File: src/rtl/pc_fetch_ctrl_if.sv
// rtl/pc_fetch_ctrl_if.sv - instruction memory and decoder handshake bundle for pc_fetch_ctrl
//
// Signals:
//   imem_req    fetch unit -> memory  request is active
//   imem_addr   fetch unit -> memory  word address, stable until imem_ack
//   imem_ack    memory -> fetch unit  request completes, imem_rdata valid
//   imem_rdata  memory -> fetch unit  fetched instruction word
//   instr_valid fetch unit -> decoder instr/instr_pc hold a fetched instruction
//   instr_ready decoder -> fetch unit accepts the instruction this cycle
//   instr       fetch unit -> decoder instruction word
//   instr_pc    fetch unit -> decoder address of instr
interface pc_fetch_ctrl_if;
    logic        imem_req;
    logic [31:0] imem_addr;
    logic        imem_ack;
    logic [31:0] imem_rdata;
    logic        instr_valid;
    logic        instr_ready;
    logic [31:0] instr;
    logic [31:0] instr_pc;

    modport master (
        output imem_req,
        output imem_addr,
        input  imem_ack,
        input  imem_rdata,
        output instr_valid,
        input  instr_ready,
        output instr,
        output instr_pc
    );

    modport slave (
        input  imem_req,
        input  imem_addr,
        output imem_ack,
        output imem_rdata,
        input  instr_valid,
        output instr_ready,
        input  instr,
        input  instr_pc
    );
endinterface

File: src/rtl/pc_fetch_ctrl.sv
// rtl/pc_fetch_ctrl.sv - single-outstanding instruction fetch controller with redirect handling
//
// Ports:
//   clk            system clock, rising edge
//   reset          asynchronous active-low reset
//   redirect_valid jump / taken branch request this cycle
//   redirect_pc    jump / branch target (misaligned targets are replaced by EXC_PC)
//   exc_adel       one-cycle pulse after a misaligned redirect
//   bus            master side of pc_fetch_ctrl_if (imem request/ack, instr valid/ready)
module pc_fetch_ctrl #(
    parameter logic [31:0] RESET_PC = 32'h0000_3000,
    parameter logic [31:0] EXC_PC   = 32'h0000_4180
) (
    input  logic              clk,
    input  logic              reset,
    input  logic              redirect_valid,
    input  logic [31:0]       redirect_pc,
    output logic              exc_adel,
    pc_fetch_ctrl_if.master   bus
);

    typedef enum logic [1:0] {
        BOOT = 2'd0,
        REQ  = 2'd1,
        HOLD = 2'd2,
        DROP = 2'd3
    } state_t;

    state_t      state, state_n;
    logic [31:0] pc, pc_n;
    logic [31:0] addr_q;
    logic [31:0] instr_q;
    logic [31:0] instr_pc_q;
    logic        valid_q;
    logic        adel_q;

    logic        load_addr;
    logic        capture;
    logic        drop_valid;
    logic        misaligned;
    logic [31:0] target;

    assign misaligned = (redirect_pc[1:0] != 2'b00);
    assign target     = misaligned ? EXC_PC : redirect_pc;

    // A redirect always wins over the sequential next pc; only the REQ+ack
    // capture path advances pc from the completed address.
    always_comb begin
        state_n    = state;
        pc_n       = redirect_valid ? target : pc;
        load_addr  = 1'b0;
        capture    = 1'b0;
        drop_valid = 1'b0;
        case (state)
            BOOT: begin
                state_n   = REQ;
                load_addr = 1'b1;
            end
            REQ: begin
                if (redirect_valid) begin
                    if (bus.imem_ack) begin
                        // Data discarded; reissue immediately at the target.
                        load_addr = 1'b1;
                    end else begin
                        // Request still outstanding: wait for its ack, then drop it.
                        state_n = DROP;
                    end
                end else if (bus.imem_ack) begin
                    capture = 1'b1;
                    pc_n    = addr_q + 32'd4;
                    state_n = HOLD;
                end
            end
            DROP: begin
                if (bus.imem_ack) begin
                    state_n   = REQ;
                    load_addr = 1'b1;
                end
            end
            HOLD: begin
                if (redirect_valid || bus.instr_ready) begin
                    drop_valid = 1'b1;
                    state_n    = REQ;
                    load_addr  = 1'b1;
                end
            end
            default: state_n = BOOT;
        endcase
    end

    always_ff @(posedge clk or negedge reset) begin
        if (!reset) begin
            state      <= BOOT;
            pc         <= RESET_PC;
            addr_q     <= RESET_PC;
            instr_q    <= 32'd0;
            instr_pc_q <= 32'd0;
            valid_q    <= 1'b0;
            adel_q     <= 1'b0;
        end else begin
            state  <= state_n;
            pc     <= pc_n;
            adel_q <= redirect_valid & misaligned;
            if (load_addr) begin
                addr_q <= pc_n;
            end
            if (capture) begin
                instr_q    <= bus.imem_rdata;
                instr_pc_q <= addr_q;
                valid_q    <= 1'b1;
            end else if (drop_valid) begin
                valid_q <= 1'b0;
            end
        end
    end

    assign bus.imem_req    = (state == REQ) || (state == DROP);
    assign bus.imem_addr   = addr_q;
    assign bus.instr_valid = valid_q;
    assign bus.instr       = instr_q;
    assign bus.instr_pc    = instr_pc_q;
    assign exc_adel        = adel_q;

endmodule

File: src/flat_wrapper.sv
// flat-port wrapper written by rule: the top's interface ports become plain ports
module pc_fetch_ctrl_flat 
#(
    parameter logic [31:0] RESET_PC = 32'h0000_3000,
    parameter logic [31:0] EXC_PC   = 32'h0000_4180
)
  (clk, reset, redirect_valid, redirect_pc, exc_adel, bus_imem_req, bus_imem_addr, bus_imem_ack, bus_imem_rdata, bus_instr_valid, bus_instr_ready, bus_instr, bus_instr_pc);
  pc_fetch_ctrl_if bus_i ();
  input  logic clk;
  input  logic reset;
  input  logic redirect_valid;
  input  logic [31:0] redirect_pc;
  output logic exc_adel;
  output wire logic [$bits(bus_i.imem_req)-1:0] bus_imem_req;
  output wire logic [$bits(bus_i.imem_addr)-1:0] bus_imem_addr;
  input wire logic [$bits(bus_i.imem_ack)-1:0] bus_imem_ack;
  input wire logic [$bits(bus_i.imem_rdata)-1:0] bus_imem_rdata;
  output wire logic [$bits(bus_i.instr_valid)-1:0] bus_instr_valid;
  input wire logic [$bits(bus_i.instr_ready)-1:0] bus_instr_ready;
  output wire logic [$bits(bus_i.instr)-1:0] bus_instr;
  output wire logic [$bits(bus_i.instr_pc)-1:0] bus_instr_pc;
  assign bus_imem_req = bus_i.imem_req;
  assign bus_imem_addr = bus_i.imem_addr;
  assign bus_i.imem_ack = bus_imem_ack;
  assign bus_i.imem_rdata = bus_imem_rdata;
  assign bus_instr_valid = bus_i.instr_valid;
  assign bus_i.instr_ready = bus_instr_ready;
  assign bus_instr = bus_i.instr;
  assign bus_instr_pc = bus_i.instr_pc;
  pc_fetch_ctrl #(.RESET_PC(RESET_PC), .EXC_PC(EXC_PC)) u_core (.clk(clk), .reset(reset), .redirect_valid(redirect_valid), .redirect_pc(redirect_pc), .exc_adel(exc_adel), .bus(bus_i));
endmodule
File: config.mk
export PLATFORM = sky130hd
export DESIGN_NAME = pc_fetch_ctrl_flat
export DESIGN_NICKNAME = d
export VERILOG_FILES = /design/src/rtl/pc_fetch_ctrl_if.sv /design/src/rtl/pc_fetch_ctrl.sv /design/src/flat_wrapper.sv
export SDC_FILE = /design/constraint.sdc
export NUM_CORES = 1
export LEC_CHECK = 0
export BUFFER_PORTS_ARGS = -buffer_cell sky130_fd_sc_hd__clkbuf_2
export CAP_MARGIN = 20
export CORE_UTILIZATION = 58
export CTS_BUF_LIST = sky130_fd_sc_hd__clkbuf_2
export DETAILED_ROUTE_END_ITERATION = 12
export PLACE_DENSITY = 0.95
export SLEW_MARGIN = 10
export SYNTH_ARGS = -nofsm -noshare
export SYNTH_HDL_FRONTEND = slang
export SYNTH_SLANG_ARGS = --single-unit
File: constraint.sdc
create_clock -name clk -period 3 [get_ports clk]
set_clock_uncertainty 0.1 [all_clocks]
set_input_delay 0.6 -clock clk [delete_from_list [all_inputs] [get_ports clk]]
set_output_delay 0.6 -clock clk [all_outputs]
set_load 0.02 [all_outputs]
### Word level (Yosys, flattened, before mapping)

Index checks and enable logic that the tools add are counted.

* logic and storage cells: 42
* memories: 0
* input bits: 69
* flip-flop bits (word level): 132
* bits in latches: 0
* memory bits (writable): 0
* memory bits (read-only): 0

* multipliers: 0
* mux-type cells: 20
* div/mod/pow operators: 0
* equal/unequal tests: 7
* $lt $le $gt $ge: 0
* $add $sub $neg: 1
* reduce and logical (&&, ||, !) cells: 6
* shifts and indexed selects: 0
* bitwise gates (word level): 1

Operators with widths (number)
* $mux W32: 5
* $add A32 B3 Y32 const B: 1
* $mux W2: 5
* $mux W1: 8
* $pmux W2 S4: 1
* $ne A3 B3 Y1 const B: 2
* $eq A2 B2 Y1 const B: 2
* $pmux W1 S4: 1
* $reduce_and A4 Y1: 1
* $reduce_bool A2 Y1: 2
* $eq A2 B1 Y1 const B: 1
* $logic_not A2 Y1: 1
* $logic_or A1 B1 Y1: 2
* $ne A2 B1 Y1 const B: 1
* $ne A2 B2 Y1 const B: 1
* $and A1 B1 Y1: 1

### Logic depth before layout (Yosys ltp)

Gate-level depths: netlist of the first run.

* word-level depth: 6
* gate-level depth with buffers: 7

### Least setup slack after synthesis of the first run

Ideal clock, no wire load.

* path kind: reg-to-reg
* start point: register u_core.addr_q[10] (netlist: u_core.bus.imem_addr[10])
* end point: register u_core.pc[19]
* cell stages (with the launch flop): 6
* buffers on the path: 1
* period minus slack after synthesis: 2068 ps
* slack: 932 ps
* arrival time: 1898 ps
* path through: dfrtp_1 -> buf_2 -> nand4_4 -> or4_4 -> or4_1 -> nand3_1

* cells in the longest elaborated chain, start to end: 4

RTL lines
* start, declared: line pc_fetch_ctrl.sv:31 `logic [31:0] addr_q;`
* start signal, assigned: line pc_fetch_ctrl.sv:105 `addr_q <= pc_n;`
* $add A32 B3 Y32: line pc_fetch_ctrl.sv:70 `pc_n = addr_q + 32'd4;`
* $mux W32: line pc_fetch_ctrl.sv:68 `end else if (bus.imem_ack) begin`
* $mux W32: line pc_fetch_ctrl.sv:60 `if (redirect_valid) begin`
* $mux W32: line pc_fetch_ctrl.sv:54 `case (state)`
* named net u_core.pc_n[19]: line pc_fetch_ctrl.sv:30 `logic [31:0] pc, pc_n;`
* end signal, assigned: line pc_fetch_ctrl.sv:102 `pc <= pc_n;`
* end, declared: line pc_fetch_ctrl.sv:30

The timed path passes the listed nets, and every way through them passes these cells.
A chain may end at the register's enable or synchronous reset.

### Worst setup path after layout of the first run

* start point: register u_core.state[1]
* end point: register u_core.addr_q[26] (netlist: u_core.bus.imem_addr[26])

* cells in the longest elaborated chain, start to end: 2

RTL lines
* start, declared: line pc_fetch_ctrl.sv:29 `state_t state, state_n;`
* start signal, assigned: line pc_fetch_ctrl.sv:101 `state <= state_n;`
* $eq A2 B2 Y1, or another cell as far along: line pc_fetch_ctrl.sv:54
* $pmux W1 S4 / $mux W32 (equally long branches): line pc_fetch_ctrl.sv:54

Several ways; a longest one is shown, not always the timed one.

==> results of run 1 <==
## routing by layer
layer	routed length (um)	vias up	global-route usage
li1	-	2423	-
met3	1680	52	0.115
met1	6400	2616	0.417
met2	8060	348	0.518
met5	0	-	0
met4	448	0	0.133
## cells in the mapped netlist (10+ instances only)
cell and n:
a22oi_1 19, buf_2 12, clkbuf_1 22, dfrtp_1 128
inv_1 25, mux2_2 11, mux2i_1 21, nand2_1 182
nand3_1 20, nand4_1 18, nor2_1 15, o21ai_0 26
xnor2_1 10
## worst paths after layout
kind	slack (ns)	from	cells past startpoint	end
worst max-delay path	0.72	u_core.state[1]$_DFFE_PN0P_	5	u_core.bus.imem_addr[26]$_DFFE_PN0P_
min in group asynchronous	0.33	reset	2	u_core.bus.instr_pc[11]$_DFFE_PN0P_
worst min register to register	0.39	u_core.bus.instr_pc[1]$_DFFE_PN0P_	2	u_core.bus.instr_pc[1]$_DFFE_PN0P_
worst min-delay path	0.04	redirect_pc[6]	3	u_core.pc[6]$_DFF_PN0_
max in group asynchronous	1.74	reset	3	u_core.bus.imem_addr[16]$_DFFE_PN0P_
worst max register to register	0.72	u_core.state[1]$_DFFE_PN0P_	5	u_core.bus.imem_addr[26]$_DFFE_PN0P_
## stage by stage
stage               hold slack (ns)   util  power (W)
finish                       0.0384  0.764    0.00484
global placement              0.358  0.701    0.00353
detailed placement            0.362  0.701    0.00360
CTS                         0.00495  0.763    0.00481
floorplan                     0.204      -    0.00306
global route               0.000312  0.764    0.00505
## tightest hold or removal path, cell delays in order
cell      delay [ns]
clkbuf_2        0.08
a32oi_1         0.05
o21ai_0         0.11
## layout make-up
| class | count | area [um^2] | share of cell area |
|---|---|---|---|
| flip-flops and latches | 132 | 3310 | 0.445 |
| well taps | 133 | 166 | 0.0224 |
| clock buffers | 20 | 100 | 0.0135 |
| repair buffers | 215 | 1300 | 0.175 |
| clock inverters | 12 | 161 | 0.0217 |
| inverters | 25 | 93.8 | 0.0126 |
| multi-input cells | 397 | 2300 | 0.310 |
## power breakdown
part / switching (W) / internal (W)
combinational: 0.000848 / 0.000449
clock: 0.000648 / 0.000545
sequential: 0.000263 / 0.00209
total: 0.00176 / 0.00308
## logic make-up after synthesis
group | after synthesis | synth area share
and+or+nand+nor | 272 | 0.216
AOI/OAI and AO/OA | 80 | 0.0952
buffers and inverters | 60 | 0.0414
DFF | 132 | 0.569
muxes | 32 | 0.0575
adders and majority gates | 1 | 0.00215
xor gates and xnor gates | 12 | 0.0181
## sequential cells by signal, indices dropped and copies added, names as in the netlist
register / cells
u_core.state: 2
u_core.bus.instr_pc: 32
u_core.pc: 32
u_core.bus.imem_addr: 32
u_core.bus.instr_valid: 1
u_core.exc_adel: 1
u_core.bus.instr: 32
==> results.tsv, run 1 <==
metric	value	unit
area share of the largest cell type after synthesis	0.551	
PwrDens	652	mW/mm^2
CTS clk-pin slew, worst paths	0.20	ns
final worst-path cycle share	0.761	
global-route usage over all layers	0.329	
CTS tree	done	
die width	102	um
Tmin final	2.28	ns
Synth area leader	dfrtp_1	
post-CTS setup buffer count	0	
Yosys cell types	49	
most common cell after layout, fill and taps aside	clkbuf_2	
crit path max-delay cell type	a2bb2oi_4	
first-pass GRT wire length	25500	um
worst skew pair latency	0.73	ns
RD Place Congestion	0.840	
Relative slew margins	0.387	
non-filler cells, final	934	
GRT Residual Overflow	0	
cell count after synthesis	589	
CP Buf/Inv Count	1	
Post-synth EDFFs	0	
peak supply drop	0.407	mV
synth top area cells	dfrtp_1, nand2_1, mux2i_1	
final wirelength	16600	um
hold buffer count at cts	34	
vias after detailed routing	5439	
vias in the first global route	5165	
synthesis warning total	0	
fill count	646	
io pins	168	
DR WL/cell	17.8	um
syn_area_per_cell	9.86	um^2
CTS H-Tree Depth	4	
DRC violations left	0	
post-CTS resize count	0	
Hold Crit Class	input port to flip-flop	
post-synthesis sequential area ratio	0.569	
CP endpoint kind	flip-flop	
Port Buffer Count	167	
Initial Utilization	0.597	
setup violators final	0	
fin worst setup slack	0.718	ns
CTS Buf Count	17	
CP peak stage delay	0.61	ns
leak pwr	3.87	nW
initial detailed-routing violation count	376	
TNS Setup	0	ns
Async S/R FF share, synth	1.00	
CTS sink cnt	132	
f_max	438	MHz
dpl cell area	0.00682	mm^2
post-route ant nets	0	
commonest cells after routing, fill and taps aside	clkbuf_2, nand2_1, dfrtp_1	
crit-path cells	or3b_2 -> o21ai_0 -> a2bb2oi_4 -> buf_4 -> mux2i_1	
dominant synthesized flop cell	dfrtp_1	
Mapped Nets	659	
Via-to-Cell Ratio	5.82	
core area	0.00973	mm^2
die area	0.0104	mm^2
CP max FO	19	
Layout Nets	858	
Post-Syn Area	0.00581	mm^2
worst-margin pin slew	0.911	ns
dpl cells	867	
Setup CP Type	flip-flop to flip-flop	
FP Rows	36	
CTS Buffer Depth	2	
layout cells sized above 1	0.297	
initial antenna violation count	0	
largest net degree at the start of global routing	74	
Root Buffer	clkbuf_2	
RSZ-0062 raised after global routing	no	
DR pass1 iterations	5	
post-route cell area	0.00743	mm^2
outcome	finished, final reports clean	
delay-heaviest family, CP	compound AO/OA/AOI/OAI gates	
worst path required time	3.53	ns
die height	102	um
max-slew violations	0	
Worst EP arrival	2.82	ns
crit start category	flip-flop	
ant diodes	0	
Max Cap Viol	0	
Area growth syn-to-layout	28.0	%
setup slack at placement	0.593	ns
Final HPWL DP	10400	um
number of synthesized register bits	132	
final hold violations	0	
No activity file was read; power rests on OpenSTA's default activity.
==> run 2: changes to the inputs <==
ABC_AREA = 1   (was unset)
CORE_UTILIZATION = 49   (was 58)
PLACE_DENSITY = 0.88   (was 0.95)
clock period = 1.83 ns   (was 3 ns; I/O delays follow)
==> run 2 against run 1 <==
  * Cell count rose by 31%
  * The run now ends with negative setup slack left
  * Sequential share of layout area fell by 8.2 points
  * Worst setup slack lost 0.87 ns
  * Combinational power increased to 5.7 times the previous value
  * First-iteration DRC count grew 100%
  * Sequential power increased by 110%
  * Cell area increased by 23%
  * Clock power grew 75%
==> results.tsv, run 2 <==
metric	value	unit
WHS	0.0390	ns
leak pwr	4.86	nW
Mapped Nets	806	
Area growth syn-to-layout	53.3	%
cell count after synthesis	736	
Root Buffer	clkbuf_2	
ant diodes	0	
Max Cap Viol	0	
Via-to-Cell Ratio	5.59	
post-route ant nets	0	
worst skew pair latency	0.69	ns
CP peak stage delay	0.61	ns
fill count	655	
FP Rows	39	
area share of the largest cell type after synthesis	0.536	
crit-path cells	buf_6 -> buf_8	
CTS sink cnt	132	
Relative slew margins	0.679	
CTS tree	done	
vias after detailed routing	6840	
first-pass GRT wire length	31000	um
synth top area cells	dfrtp_1, nand2_1, nor2_1	
initial detailed-routing violation count	758	
dpl cell area	0.00716	mm^2
CP max FO	2	
global-route usage over all layers	0.318	
Commonest cells post-synth	nand2_1, dfrtp_1, nor2_1	
Post-Syn Area	0.00597	mm^2
final worst-path cycle share	1.08	
CTS clk-pin slew, worst paths	0.24	ns
vias in the first global route	6475	
Final HPWL DP	12000	um
Worst EP arrival	1.51	ns
worst path required time	1.36	ns
f_max	505	MHz
Hold Crit Class	input port to asynchronous set/reset pin	
syn_area_per_cell	8.12	um^2
CTS Buffer Depth	2	
DRC violations left	0	
RD Place Congestion	0.912	
CTS H-Tree Depth	4	
layout cells sized above 1	0.350	
crit start category	flip-flop	
io pins	168	
CP endpoint kind	output pin	
DR pass1 iterations	6	
GRT Residual Overflow	0	
outcome	complete, but fails checks	
largest net degree at the start of global routing	50	
core area	0.0117	mm^2
initial antenna violation count	0	
fin worst setup slack	-0.149	ns
crit path max-delay cell type	dfstp_2	
die width	112	um
post-route cell area	0.00916	mm^2
die area	0.0126	mm^2
final wirelength	22400	um
number of synthesized register bits	132	
synthesis warning total	0	
Synth area leader	dfrtp_1	
Layout Nets	1138	
PwrDens	1580	mW/mm^2
Post-synth EDFFs	0	
max-slew violations	0	
final hold violations	0	
Tmin final	1.98	ns
DR WL/cell	18.3	um
commonest cells after routing, fill and taps aside	nand2_1, clkbuf_2, dfrtp_1	
post-synthesis sequential area ratio	0.554	
count leader, synth	nand2_1	
worst-margin pin slew	0.482	ns
Async S/R FF share, synth	1.00	
peak supply drop	1.13	mV
Setup CP Type	flip-flop to output pin	
most common cell after layout, fill and taps aside	nand2_1	
RSZ-0062 raised after global routing	yes	
setup violators final	25	
CTS Buf Count	17	
Initial Utilization	0.512	
Yosys cell types	36	
TNS Setup	-1.48	ns
Port Buffer Count	167	
dominant synthesized flop cell	dfrtp_1	
failing checks	negative setup slack	
die height	112	um
run 2: cell types whose count changed in the layout (fill, tap and decap cells not counted), moves of 16 or more:
cell / before / now
a22oi_1: 19 / 0
buf_4: 12 / 89
buf_6: 1 / 35
clkbuf_2: 186 / 140
dlygate4sd3_1: 35 / 69
inv_1: 25 / 41
mux2i_1: 21 / 2
nand2_1: 182 / 300
nor2_1: 15 / 75
run 2: critical path, delay by kind of cell, from the launching register on:
family	cells	cell delay, ns
DFF	1	0.61
buffers and inverters	2	0.22
run 2: cells by family after synthesis:
kind of cell    Yosys count  synth area share
compound gates           39            0.0387
xor+xnor                  5           0.00733
fa+ha+maj                 1           0.00209
buf+inv                  76            0.0551
flops                   132             0.554
mux                       2           0.00335
simple gates            481             0.340
run 2: worst paths after layout:
check / endpoint / depth (start not counted) / slack [ns] / startpoint
worst max-delay path: bus_imem_addr[13] / 2 / -0.15 / u_core.bus.imem_addr[13]$_DFFE_PN1P_
worst min-delay path: u_core.bus.instr_pc[10]$_DFFE_PN0P_ / 2 / 0.04 / reset
worst max register to register: u_core.bus.imem_addr[31]$_DFFE_PN0P_ / 10 / -0.13 / u_core.bus.imem_addr[12]$_DFFE_PN1P_
worst min register to register: u_core.bus.instr_pc[15]$_DFFE_PN0P_ / 2 / 0.41 / u_core.bus.instr_pc[15]$_DFFE_PN0P_
max in group asynchronous: u_core.pc[13]$_DFF_PN1_ / 3 / 0.95 / reset
min in group clk: u_core.bus.instr_pc[28]$_DFFE_PN0P_ / 5 / 0.07 / bus_imem_ack
run 2: metal layers:
layer  track usage  wire length (um)
met2         0.551             11000
met3        0.0745              2200
met4         0.135               945
met5             0                 0
met1         0.381              8230
run 2: power breakdown:
group	internal (W)	leakage, nW	switching (W)
registers	0.00411	1.65	0.000884
logic	0.00313	3.05	0.00429
clock network	0.000909	0.165	0.00117
run 2: final cells by class:
class	count	area, um^2	share of cell area
Multi-Input combinational cell	528	2490	0.272
Clock inverter	15	206	0.0225
Sequential cell	132	3330	0.363
Timing Repair Buffer	340	2680	0.293
Tap cell	143	179	0.0195
Clock buffer	17	85.1	0.00929
Inverter	49	191	0.0209
run 2: repair_timing:
action	4_1_cts	5_1_grt
hold buffers	69	0
endpoints found under the hold margin	224	0
pin swaps	4	23
gates cloned	0	0
gates resized for setup	52	138
setup endpoints to repair	36	101
buffers inserted	39	34
run 2: through the flow:
stage / worst slack, ns / utilization / total power [W] / std cells
after floorplan: 0.0447 / - / 0.00794 / 736
after global placement: -0.00402 / 0.614 / 0.00996 / 1055
after detailed placement: -0.0170 / 0.614 / 0.0101 / 1055
after CTS: -0.127 / 0.737 / 0.0131 / 1192
after global routing: -0.265 / 0.786 / 0.0152 / 1224
final: -0.149 / 0.786 / 0.0145 / 1224
==> run 3: changes to the inputs <==
PLACE_DENSITY = unset   (was 0.88)
PLACE_DENSITY_LB_ADDON = 0.12   (was unset)
==> run 3 against run 2 <==
  * Critical path type unchanged
  * Clock-buffer cell count increased by 1
  * The run still ends with negative setup slack left
  * Non-clock buffer count is 1 lower
  * Largest power group unchanged
  * Total power increased by 6.2%
  * Largest cell class unchanged
  * Utilization increased by 3.8 points
  * Register-to-register slack about the same
  * Global-route usage fell by 1.4 points
  * Die area stayed put
  * Combinational power grew 6.2%
  * Flip-flop and latch count unchanged
==> results.tsv, run 3 (synthesized netlist as in run 2, its figures left out) <==
metric	value	unit
worst skew pair latency	0.73	ns
Hold Crit Class	input port to flip-flop	
GRT Residual Overflow	0	
die height	112	um
RD Place Congestion	0.906	
Worst EP arrival	1.53	ns
CTS tree	done	
commonest cells after routing, fill and taps aside	nand2_1, dfrtp_1, buf_6	
Area growth syn-to-layout	60.7	%
final worst-path cycle share	1.09	
CTS Buffer Depth	2	
Port Buffer Count	167	
dpl cell area	0.00715	mm^2
worst path required time	1.36	ns
initial detailed-routing violation count	563	
FP Rows	39	
crit start category	flip-flop	
DR WL/cell	16.6	um
first-pass GRT wire length	29600	um
final wirelength	20300	um
final hold violations	0	
ant diodes	0	
RSZ-0062 raised after global routing	yes	
CTS clk-pin slew, worst paths	0.20	ns
PwrDens	1600	mW/mm^2
fin worst setup slack	-0.162	ns
outcome	complete, but fails checks	
global-route usage over all layers	0.304	
CP max FO	2	
worst-margin pin slew	0.504	ns
CTS H-Tree Depth	4	
leak pwr	4.98	nW
Tmin final	1.99	ns
DRC violations left	0	
core area	0.0117	mm^2
Root Buffer	clkbuf_2	
CTS sink cnt	132	
die width	112	um
f_max	502	MHz
TNS Setup	-0.960	ns
Layout Nets	1137	
largest net degree at the start of global routing	50	
Pwr Total	0.0154	W
CP endpoint kind	output pin	
Via-to-Cell Ratio	5.23	
fill count	655	
setup slack at placement	-0.0191	ns
failing checks	negative setup slack	
reg2reg setup slack	-0.14	ns
Max Cap Viol	0	
setup violators final	17	
initial antenna violation count	0	
vias in the first global route	6125	
die area	0.0126	mm^2
post-route ant nets	0	
most common cell after layout, fill and taps aside	nand2_1	
Setup CP Type	flip-flop to output pin	
vias after detailed routing	6397	
max-slew violations	0	
DR pass1 iterations	5	
Relative slew margins	0.664	
CTS Buf Count	17	
Initial Utilization	0.512	
peak supply drop	1.28	mV
Final HPWL DP	11600	um
io pins	168	
post-route cell area	0.00960	mm^2
layout cells sized above 1	0.347	
## run 3: cell count changes in the layout (fill, tap and decap cells not counted), sizes merged
cell / delta
clkinv: -6
dlygate4sd3: +2
clkbuf: -51
buf: +49
bufinv: +3
clkinvlp: +1
## run 3: critical path, cell delays in order, from the launching register on
cell	delay (ns)
dfstp_2	0.59
buf_6	0.11
buf_8	0.10
## run 3: path summary, 6_finish.rpt
kind | from | to | depth (start not counted)
max | u_core.bus.imem_addr[12]$_DFFE_PN1P_ | bus_imem_addr[12] | 2
min | redirect_pc[1] | u_core.pc[14]$_DFF_PN0_ | 6
max reg2reg | u_core.bus.imem_addr[12]$_DFFE_PN1P_ | u_core.bus.imem_addr[18]$_DFFE_PN0P_ | 10
min reg2reg | u_core.pc[0]$_DFF_PN0_ | u_core.pc[0]$_DFF_PN0_ | 2
max in group asynchronous | reset | u_core.bus.imem_addr[2]$_DFFE_PN0P_ | 4
min in group asynchronous | reset | u_core.bus.imem_addr[26]$_DFFE_PN0P_ | 3
## run 3: layer usage
metal / share of wire / vias up / GRT usage
li1: - / 2980 / -
met1: 0.40 / 3085 / 0.375
met2: 0.51 / 289 / 0.523
met3: 0.070 / 43 / 0.0729
met4: 0.023 / 0 / 0.106
met5: 0 / - / 0
## run 3: repair_timing
action | CTS | global route
setup endpoints to repair | 42 | 136
buffers inserted | 39 | 36
pin swaps | 3 | 24
resized for setup | 46 | 305
hold endpoints to repair | 226 | 2
hold buffers | 71 | 1
## run 3: metrics by stage
stage	cells	utilization	hold slack, ns
after floorplan	736	-	-0.0296
after global placement	1051	0.613	0.202
after detailed placement	1051	0.613	0.215
after CTS	1185	0.741	0.0308
after global routing	1222	0.823	0.139
final	1222	0.823	0.128
## run 3: layout make-up
| class | instances | area [um^2] | area share |
|---|---|---|---|
| clock buffer | 18 | 90.1 | 0.00938 |
| tap | 143 | 179 | 0.0186 |
| clock inverter | 13 | 255 | 0.0266 |
| inverter | 49 | 189 | 0.0197 |
| sequential | 132 | 3320 | 0.346 |
| timing repair buffer | 339 | 3090 | 0.321 |
| multi-input combinational | 528 | 2480 | 0.258 |
## run 3: where the power goes
part	internal (W)	switching (W)	total [W]
Sequential	0.00411	0.000971	0.00508
Clock	0.00131	0.00112	0.00243
Combinational	0.00382	0.00406	0.00788
